File: config.mk
export PLATFORM = sky130hd
export DESIGN_NAME = calc_ctrl
export DESIGN_NICKNAME = d
export VERILOG_FILES = /design/src/rtl/calc_ctrl.sv
export SDC_FILE = /design/constraint.sdc
export NUM_CORES = 1
export LEC_CHECK = 0
export CAP_MARGIN = 25
export CORE_MARGIN = 4
export CORE_UTILIZATION = 30
export DETAILED_ROUTE_END_ITERATION = 10
export HOLD_SLACK_MARGIN = 0.06
export PLACE_DENSITY_LB_ADDON = 0.1
export SYNTH_ARGS = -nofsm -noshare
export SYNTH_HDL_FRONTEND = slang
export SYNTH_SLANG_ARGS = --single-unit
File: constraint.sdc
create_clock -name clock -period 8.11 [get_ports clock]
set_input_delay 1.622 -clock clock [delete_from_list [all_inputs] [get_ports clock]]
set_output_delay 1.622 -clock clock [all_outputs]
set_load 0.02 [all_outputs]
File: src/rtl/calc_ctrl.sv
// Calculator sequencer: keypad command handshake, operand entry, signed
// accumulator with pending operator, 1-cycle add/sub and DW-cycle shift-add
// multiply, plus registered display outputs for the digit-split logic.
module calc_ctrl #(
   parameter int DW         = 27,
   parameter int MAX_DIGITS = 8
) (
   input  logic          clock,
   input  logic          reset,
   input  logic          cmd_valid,
   input  logic [3:0]    cmd,
   output logic          cmd_ready,
   output logic [1:0]    status,
   output logic [DW-1:0] digits,
   output logic          neg,
   output logic [3:0]    pos
);

   localparam int CW = $clog2(DW + 1);
   localparam logic [2*DW-1:0] MAX_VAL = (2*DW)'(10**MAX_DIGITS - 1);

   localparam logic [3:0] CMD_ADD   = 4'hA;
   localparam logic [3:0] CMD_SUB   = 4'hB;
   localparam logic [3:0] CMD_MUL   = 4'hC;
   localparam logic [3:0] CMD_EQ    = 4'hE;
   localparam logic [3:0] CMD_ERASE = 4'hF;

   localparam logic [1:0] ST_ENTRY  = 2'b00;
   localparam logic [1:0] ST_BUSY   = 2'b01;
   localparam logic [1:0] ST_RESULT = 2'b10;
   localparam logic [1:0] ST_ERROR  = 2'b11;

   typedef enum logic [2:0] {S_ENTRY_A, S_ENTRY_B, S_EXEC, S_MUL, S_SHOW, S_ERR} state_t;
   typedef enum logic [1:0] {OP_ADD, OP_SUB, OP_MUL} op_t;

   state_t            state;
   op_t               op, nxt_op, cmd_op;
   logic              after_eq;
   logic [DW-1:0]     entry, acc_mag, mplier, entry_dig;
   logic              acc_neg;
   logic [2*DW-1:0]   mcand, prod, mul_next;
   logic [CW-1:0]     cnt;

   logic              accept, is_digit, is_op, go_exec, fin_now, fin_neg, overflow;
   logic signed [DW+1:0] acc_s, entry_s, sum_s;
   logic [DW+1:0]     sum_abs;
   logic [2*DW-1:0]   fin_mag;

   // Command decode, add/sub result, multiply step and completion detection.
   always_comb begin
      // NOTE: every always_comb output gets a default first so no path can infer a latch.
      cmd_op    = OP_ADD;
      if (cmd == CMD_SUB) cmd_op = OP_SUB;
      if (cmd == CMD_MUL) cmd_op = OP_MUL;
      accept    = cmd_valid & cmd_ready;
      is_digit  = (cmd <= 4'd9);
      is_op     = (cmd == CMD_ADD) || (cmd == CMD_SUB) || (cmd == CMD_MUL);
      entry_dig = entry * DW'(10) + DW'(cmd);
      // Entry at pos=0 is always 0, so '=' with nothing typed computes acc op 0.
      go_exec   = accept && (state == S_ENTRY_B) &&
                  ((is_op && pos != 4'd0) || cmd == CMD_EQ);

      acc_s     = $signed({2'b00, acc_mag});
      if (acc_neg) acc_s = -acc_s;
      entry_s   = $signed({2'b00, entry});
      sum_s     = (op == OP_SUB) ? acc_s - entry_s : acc_s + entry_s;
      sum_abs   = sum_s[DW+1] ? $unsigned(-sum_s) : $unsigned(sum_s);

      mul_next  = prod + (mplier[0] ? mcand : '0);

      fin_now   = (state == S_EXEC) || (state == S_MUL && cnt == CW'(1));
      fin_mag   = (state == S_MUL) ? mul_next : {{(DW-2){1'b0}}, sum_abs};
      // A zero magnitude is never shown as negative.
      fin_neg   = ((state == S_MUL) ? acc_neg : sum_s[DW+1]) && (fin_mag != '0);
      overflow  = fin_mag > MAX_VAL;
   end

   // Sequencer: state, operands, multiplier datapath and registered display outputs.
   always_ff @(posedge clock or negedge reset) begin
      // NOTE: sequential state uses non-blocking assignments only, so every register samples pre-edge values.
      if (!reset) begin
         state     <= S_ENTRY_A;
         op        <= OP_ADD;
         nxt_op    <= OP_ADD;
         after_eq  <= 1'b0;
         entry     <= '0;
         pos       <= '0;
         acc_mag   <= '0;
         acc_neg   <= 1'b0;
         mcand     <= '0;
         mplier    <= '0;
         prod      <= '0;
         cnt       <= '0;
         cmd_ready <= 1'b1;
         status    <= ST_ENTRY;
         digits    <= '0;
         neg       <= 1'b0;
      end else begin
         case (state)
            S_ENTRY_A, S_ENTRY_B: begin
               if (go_exec) begin
                  after_eq  <= (cmd == CMD_EQ);
                  nxt_op    <= is_op ? cmd_op : op;
                  cmd_ready <= 1'b0;
                  status    <= ST_BUSY;
                  if (op == OP_MUL) begin
                     state  <= S_MUL;
                     mcand  <= {{DW{1'b0}}, acc_mag};
                     mplier <= entry;
                     prod   <= '0;
                     cnt    <= CW'(DW);
                  end else begin
                     state  <= S_EXEC;
                  end
               end else if (accept) begin
                  if (is_digit) begin
                     // Leading zeros are swallowed so pos counts significant digits only.
                     if (pos < 4'(MAX_DIGITS) && !(entry == '0 && cmd == 4'd0)) begin
                        entry  <= entry_dig;
                        pos    <= pos + 4'd1;
                        digits <= entry_dig;
                     end
                  end else if (is_op) begin
                     if (state == S_ENTRY_A) begin
                        acc_mag <= entry;
                        acc_neg <= 1'b0;
                        op      <= cmd_op;
                        entry   <= '0;
                        pos     <= '0;
                        digits  <= '0;
                        state   <= S_ENTRY_B;
                     end else begin
                        op      <= cmd_op;
                     end
                  end else if (cmd == CMD_ERASE && pos != 4'd0) begin
                     entry  <= entry / DW'(10);
                     pos    <= pos - 4'd1;
                     digits <= entry / DW'(10);
                  end
               end
            end

            S_EXEC, S_MUL: begin
               if (fin_now) begin
                  cmd_ready <= 1'b1;
                  entry     <= '0;
                  pos       <= '0;
                  if (overflow) begin
                     state   <= S_ERR;
                     status  <= ST_ERROR;
                     digits  <= '0;
                     neg     <= 1'b0;
                     acc_mag <= '0;
                     acc_neg <= 1'b0;
                  end else begin
                     acc_mag <= fin_mag[DW-1:0];
                     acc_neg <= fin_neg;
                     if (after_eq) begin
                        state  <= S_SHOW;
                        status <= ST_RESULT;
                        digits <= fin_mag[DW-1:0];
                        neg    <= fin_neg;
                     end else begin
                        state  <= S_ENTRY_B;
                        status <= ST_ENTRY;
                        op     <= nxt_op;
                        digits <= '0;
                        neg    <= 1'b0;
                     end
                  end
               end else begin
                  prod   <= mul_next;
                  mcand  <= mcand << 1;
                  mplier <= mplier >> 1;
                  cnt    <= cnt - CW'(1);
               end
            end

            S_SHOW: begin
               if (accept) begin
                  if (is_digit) begin
                     entry   <= DW'(cmd);
                     pos     <= (cmd != 4'd0) ? 4'd1 : 4'd0;
                     acc_mag <= '0;
                     acc_neg <= 1'b0;
                     digits  <= DW'(cmd);
                     neg     <= 1'b0;
                     status  <= ST_ENTRY;
                     state   <= S_ENTRY_A;
                  end else if (is_op) begin
                     op      <= cmd_op;
                     digits  <= '0;
                     neg     <= 1'b0;
                     status  <= ST_ENTRY;
                     state   <= S_ENTRY_B;
                  end else if (cmd == CMD_ERASE) begin
                     acc_mag <= '0;
                     acc_neg <= 1'b0;
                     op      <= OP_ADD;
                     digits  <= '0;
                     neg     <= 1'b0;
                     status  <= ST_ENTRY;
                     state   <= S_ENTRY_A;
                  end
               end
            end

            S_ERR: begin
               if (accept && cmd == CMD_ERASE) begin
                  op     <= OP_ADD;
                  digits <= '0;
                  neg    <= 1'b0;
                  status <= ST_ENTRY;
                  state  <= S_ENTRY_A;
               end
            end

            default: state <= S_ENTRY_A;
         endcase
      end
   end

endmodule
==> results.toml <==
[yosys]
yosysTopAreaCellShare = 0.262
yosysTopAreaCell = "dfrtp_1"
ys_ff_latch = 238
synthArstFlopShare = 1.00
avgSynthCellArea_um2 = 7.99
synth_edf_count = 0
yosysUniqueCellTypes = 114
ys_warn_count = 0
yosysSeqAreaShare = 0.263
synthFlopType = "dfrtp_1"
syn_area_mm2 = 0.0227
synthCells = 2837
synth.area.top_cells = "dfrtp_1 (26%), ha_1 (7.8%), xnor2_1 (6.0%)"
synth_fp_nets = 2989

[finish]
nets = 3258
multi_input_area_mm2 = 0.0166
area_delta_synth_final_pct = 27.7
drive_gt1_frac = 0.215
fill_cells = 7620
num_antenna_cells = 0
finalNonFillerCells = 4099
register_area_mm2 = 0.00596
design_area_mm2 = 0.0289

[setup_path]
crit_slowest_cell = "or4_4"
cpMostUsedCell = "buf_6"
critPathMaxFanout = 6
worstPathRequired_ns = 8.58
cp_top_family = "compound AO/OA/AOI/OAI gates"
critical_path_class = "reg2reg"
cp.arrival_ns = 8.86
cp-start-kind = "flop"
cp-end-kind = "flop"
max_stage_delay_ns = 0.55
cp_num_buf_inv = 9

[global_route]
grt_first_pass_wirelength_um = 130000
grt_use_met3 = 0.0248
grt.busiest_layer = "met2"
antenna_found_initial = 1
gr-usage-met1 = 0.283
grt_max_degree = 138
grt_pass1_vias = 22300
overflow = 0
grtUsageTotal = 0.202
gr-usage-met2 = 0.327

[sta]
setup_viol = 8
rsz0062_at_grt = "yes"
timing.final.crit_share = 1.03
slew_viol_final = 0
finalHoldViolCount = 0
whs_ns = 0.483
clock.fmax_mhz = 119
slew_headroom = 0.312
tightestPinTransition_ns = 1.03
finalWorstSetupSlack_ns = -0.277
post-route-min-period_ns = 8.39
fin_worst_skew_ns = 0.0325

[die]
initial_core_util = 0.303
dieHeight_um = 283
core_mm2 = 0.0747
die_x_um = 283
dieArea_mm2 = 0.0800
num_rows = 100
io_pins = 42

[pwr]
seq_power_share = 0.424
cellLeakagePower_nw = 12.7
ir_drop_mv = 0.119
power_density_mw_per_mm2 = 97.0
p_clk_frac = 0.556
swShare = 0.246
p_int_mw = 2.12
pwr-share-comb = 0.020
switchingPower_mw = 0.689

[placed_design]
portBuffers = 41
place_hpwl_um = 60300
gp_congestion = 0.868
dpl-instance-area_mm2 = 0.0259
place_inst = 3963

[drt]
ant_nets = 0
avgRoutedWirePerCell_um = 20.2
viasPerCell = 5.60
vias = 22900
drc = 0
drt-initial-drc-count = 1717
drt-total-wl_um = 82800
firstDrtPassIters = 7

[hold_path]
hp-class = "reg2reg"

[clock_tree]
cts.sinks = 238
clkTransAtPathRegs_ns = 0.05
clockBufferDepth = 3
cts_tree = "yes"
cts-buffers-inserted = 37
cts_root_buf = "clkbuf_16"
htreeDepth = 2
insertion_delay_ns = 0.57

[flow_run]
drv_cap = 0

[outcome]
status = "complete, but fails checks"
violations = "negative setup slack"
[tightest hold or removal path, cell delays in order, from the launching register on]
cell	delay [ns]
dfrtp_1	0.34
nand2_1	0.05
o21ai_0	0.06
[metal layers]
layer  routed length, um  up-vias
met1               39100    11200
met2               38000      538
met5                   0        -
met3                3580      108
li1                    -    11100
met4                2200        0
[power groups by stage]
stage               combinational [mW]  clock [mW]  sequential, mW
floorplan                       0.0167           0            1.21
global placement                0.0573           0            1.21
detailed placement              0.0576           0            1.21
CTS                             0.0579        1.62            1.19
global route                    0.0650        1.67            1.19
finish                          0.0571        1.56            1.19
[cells by family (layout without fill, tap and decap cells)]
| group | after synthesis | in the layout | synth area share |
|---|---|---|---|
| adders and majority gates | 148 | 148 | 0.0827 |
| DFF | 238 | 238 | 0.263 |
| AOI/OAI and AO/OA | 991 | 992 | 0.308 |
| and+or+nand+nor | 879 | 879 | 0.192 |
| muxes | 41 | 41 | 0.0187 |
| buffers and inverters | 344 | 636 | 0.0598 |
| xor gates and xnor gates | 196 | 196 | 0.0758 |
[layout by cell type, fill, tap and decap left out, drive strengths merged, types with 28 or more instances in the layout]
master / count
ha: 141
clkbuf: 51
buf: 379
o21ai: 225
o21bai: 40
nor4: 32
and3: 28
a21oi: 201
clkdlybuf4s50: 40
inv: 152
mux2i: 30
nand2: 231
nor2: 226
xor2: 42
a222oi: 38
nand4: 31
a211oi: 33
dfrtp: 237
a21o: 28
a22o: 89
a31oi: 29
o31ai: 29
a22oi: 49
nand3: 66
xnor2: 154
and2: 71
nand2b: 28
nor3: 58
[repair_timing]
action / 4_1_cts / 5_1_grt
gates resized for setup: 118 / 154
setup endpoints to repair: 64 / 66
cloned: 1 / 0
hold buffers: 0 / 0
endpoints found under the hold margin: 0 / 0
buffers inserted: 34 / 36
pin swaps: 55 / 68
[final cells by class]
type / count / area share
clock buffer: 51 / 0.0355
clock inverter: 12 / 0.00406
inverter: 154 / 0.0200
multi-input combinational: 2256 / 0.574
sequential: 238 / 0.206
tap: 969 / 0.0419
timing repair buffer: 419 / 0.118
[worst paths after layout]
| check | end | cells after the start | slack [ns] | from |
|---|---|---|---|---|
| hold / removal | mplier[25] | 2 | 0.48 | mplier[25] |
| min in group asynchronous | mcand[29] | 1 | 1.09 | reset |
| setup / recovery | digits[0] | 38 | -0.28 | entry[22] |
| hold reg to reg | mplier[25] | 2 | 0.48 | mplier[25] |
| setup reg to reg | digits[0] | 38 | -0.28 | entry[22] |
| max in group asynchronous | pos[2] | 2 | 5.74 | reset |
[stage by stage]
step                      worst slack [ns]  utilization  total power [mW]  setup TNS, ns
final                               -0.277        0.387              2.81          -1.40
after global routing                -0.580        0.387              2.92          -4.11
after CTS                          -0.0585        0.373              2.87         -0.146
after detailed placement            -0.575        0.346              1.27         -12.03
after global placement              -0.462        0.346              1.27         -13.56
after floorplan                      0.173            -              1.23              0
[cell usage after synthesis, types with 8 or more instances]
cell type,instances
o21ai_1,10
o22ai_1,19
nand2b_1,28
buf_2,14
mux2_2,11
o21a_1,22
or2_2,8
o41ai_1,13
nand2_1,230
or4_1,8
a211oi_1,32
xor2_1,42
ha_1,141
clkbuf_1,150
inv_1,150
nor2_1,223
mux2i_1,30
nor4_1,32
buf_1,17
o2111ai_1,11
a221oi_1,11
a21o_1,28
nand3_1,66
or3_1,24
a22o_1,89
a22oi_1,48
a211o_1,11
nor3_1,55
nand4_1,30
a21oi_1,198
o21ai_0,212
and3_1,27
nor3b_1,12
xnor2_1,154
o21bai_1,40
a31oi_1,27
nor2b_1,20
and2_1,70
a311oi_1,9
o31ai_1,29
o221ai_1,8
dfrtp_1,237
a222oi_1,38
a21boi_0,9
o211ai_1,20
[sequential cells by signal, indices dropped and copies added (netlist names), 2 cells and up]
signal / cells
op: 2
state: 3
entry: 27
acc_mag: 27
nxt_op: 2
digits: 27
cnt: 5
pos: 4
status: 2
mplier: 27
prod: 54
mcand: 54
Note: power is estimated with default switching activity, not from simulation.
==> edit, RTL diff (same flow settings) <==
Reset style: synchronous (`reset`), changed in one clocked block.
--- a/src/rtl/calc_ctrl.sv
+++ b/src/rtl/calc_ctrl.sv
@@ -76,7 +76,7 @@
    end
 
    // Sequencer: state, operands, multiplier datapath and registered display outputs.
-   always_ff @(posedge clock or negedge reset) begin
+   always_ff @(posedge clock) begin
       // NOTE: sequential state uses non-blocking assignments only, so every register samples pre-edge values.
       if (!reset) begin
          state     <= S_ENTRY_A;
Function: not settled (the Yosys comparison gave no result); the edit may change what the design does.
==> edit against the unedited design <==
Sequential cell count is the same. Critical endpoint is now digits[0]. Maximum frequency is 7.0% higher. Wire length is 2.0% higher. Cell area decreased by 8.8%. Setup slack better by 0.55 ns. Area after synthesis down 3.9%.
Power is not compared: it rests on default switching activity, and its combinational part moved more than twofold at a synthesized area within 25%.
==> edit: results (changes against the unedited design) <==
- Clk_skew: 0.0246 ns (was 0.0325 ns)
- Share of synthesized registers carrying an async set or reset: 0% (was 100%)
- Post-synthesis sequential area ratio: 21.9% (was 26.3%)
- TritonRoute pass-1 iters: 6 (was 7)
- Reg2Reg Depth: 29 (was 38)
- Synth cell count leaders: nor2_1, dfxtp_1, a21oi_1, nand2_1, o21ai_0 (was dfrtp_1, nand2_1, nor2_1, o21ai_0, a21oi_1)
- Status: finished clean (was finished, violations left)
- Met3 usage: 2.37% (was 2.48%)
- CP Max Fanout: 8 (was 6)
- DP HPWL: 63500 um (was 60300 um)
- Share of layout cells above drive strength 1: 15.3% (was 21.5%)
- Post-Synth XOR/XNOR Area: 7.24% (was 7.58%)
- Met2 routed WL: 38300 um (was 38000 um)
- Place WS: -0.101 ns (was -0.575 ns)
- Metal-1 WL: 39600 um (was 39100 um)
- Hold_ws: 0.451 ns (was 0.483 ns)
- Data arrival time of the worst path: 8.28 ns (was 8.86 ns)
- 1st-iter DRT viols: 2040 (was 1717)
- Max_slew headroom: 31.0% (was 31.2%)
- CTS Buf Count: 34 (was 37)
- Total GRT Usage: 20.8% (was 20.2%)
- WL met3: 3740 um (was 3580 um)
- Vias: 23.2k (was 22.9k)
- Area fraction in compound gates after synthesis: 31.4% (was 30.8%)
- M2 GR Usage: 33.8% (was 32.7%)
- Final setup margin: 0.271 ns (was -0.277 ns)
-- edit: worst paths after layout --
path	start	endpoint
worst max register to register	entry[25]	digits[0]
worst min register to register	status[0]	status[0]
worst max-delay path	entry[25]	digits[0]
worst min-delay path	status[0]	status[0]
-- edit: per-stage QoR --
| step | total power [mW] | cells |
|---|---|---|
| floorplan | 2.27 | 2963 |
| global route | 4.96 | 4080 |
| finish | 4.71 | 4080 |
| detailed placement | 3.20 | 4004 |
| CTS | 4.74 | 4063 |
| global placement | 3.19 | 4004 |
-- edit: logic make-up (layout without fill, tap and decap cells) --
kind of cell | after synthesis | count (layout)
buffers and inverters | 318 | 485
XOR/XNOR | 178 | 178
AND/OR/NAND/NOR | 1082 | 1082
flip-flops | 238 | 238
multiplexers | 23 | 23
AO/OA/AOI/OAI | 978 | 978
adder cells (fa/ha/maj) | 146 | 146
-- edit: layout make-up --
cell class / count / area [um2] / share of cell area, %
multi-input cells: 2407 / 16400 / 62.1
flip-flops and latches: 238 / 4780 / 18.1
repair buffers: 317 / 2530 / 9.58
well taps: 950 / 1190 / 4.50
clock buffers: 47 / 971 / 3.68
inverters: 109 / 414 / 1.57
clock inverters: 12 / 115 / 0.436
-- edit: what timing repair did --
| item | in CTS | in global routing |
|---|---|---|
| setup endpoints to repair | 4 | 65 |
| gates resized for setup | 5 | 124 |
| buffers inserted | 0 | 17 |
| endpoints found under the hold margin | 0 | 0 |
| pin swaps | 0 | 30 |
-- edit: power groups by stage --
stage / Sequential, mW / Combinational (mW) / Clock (mW)
after detailed placement: 1.25 / 1.95 / 0
after floorplan: 1.26 / 1.01 / 0
after global placement: 1.25 / 1.94 / 0
final: 1.22 / 1.99 / 1.50
after global routing: 1.22 / 2.13 / 1.60
after CTS: 1.22 / 1.96 / 1.56
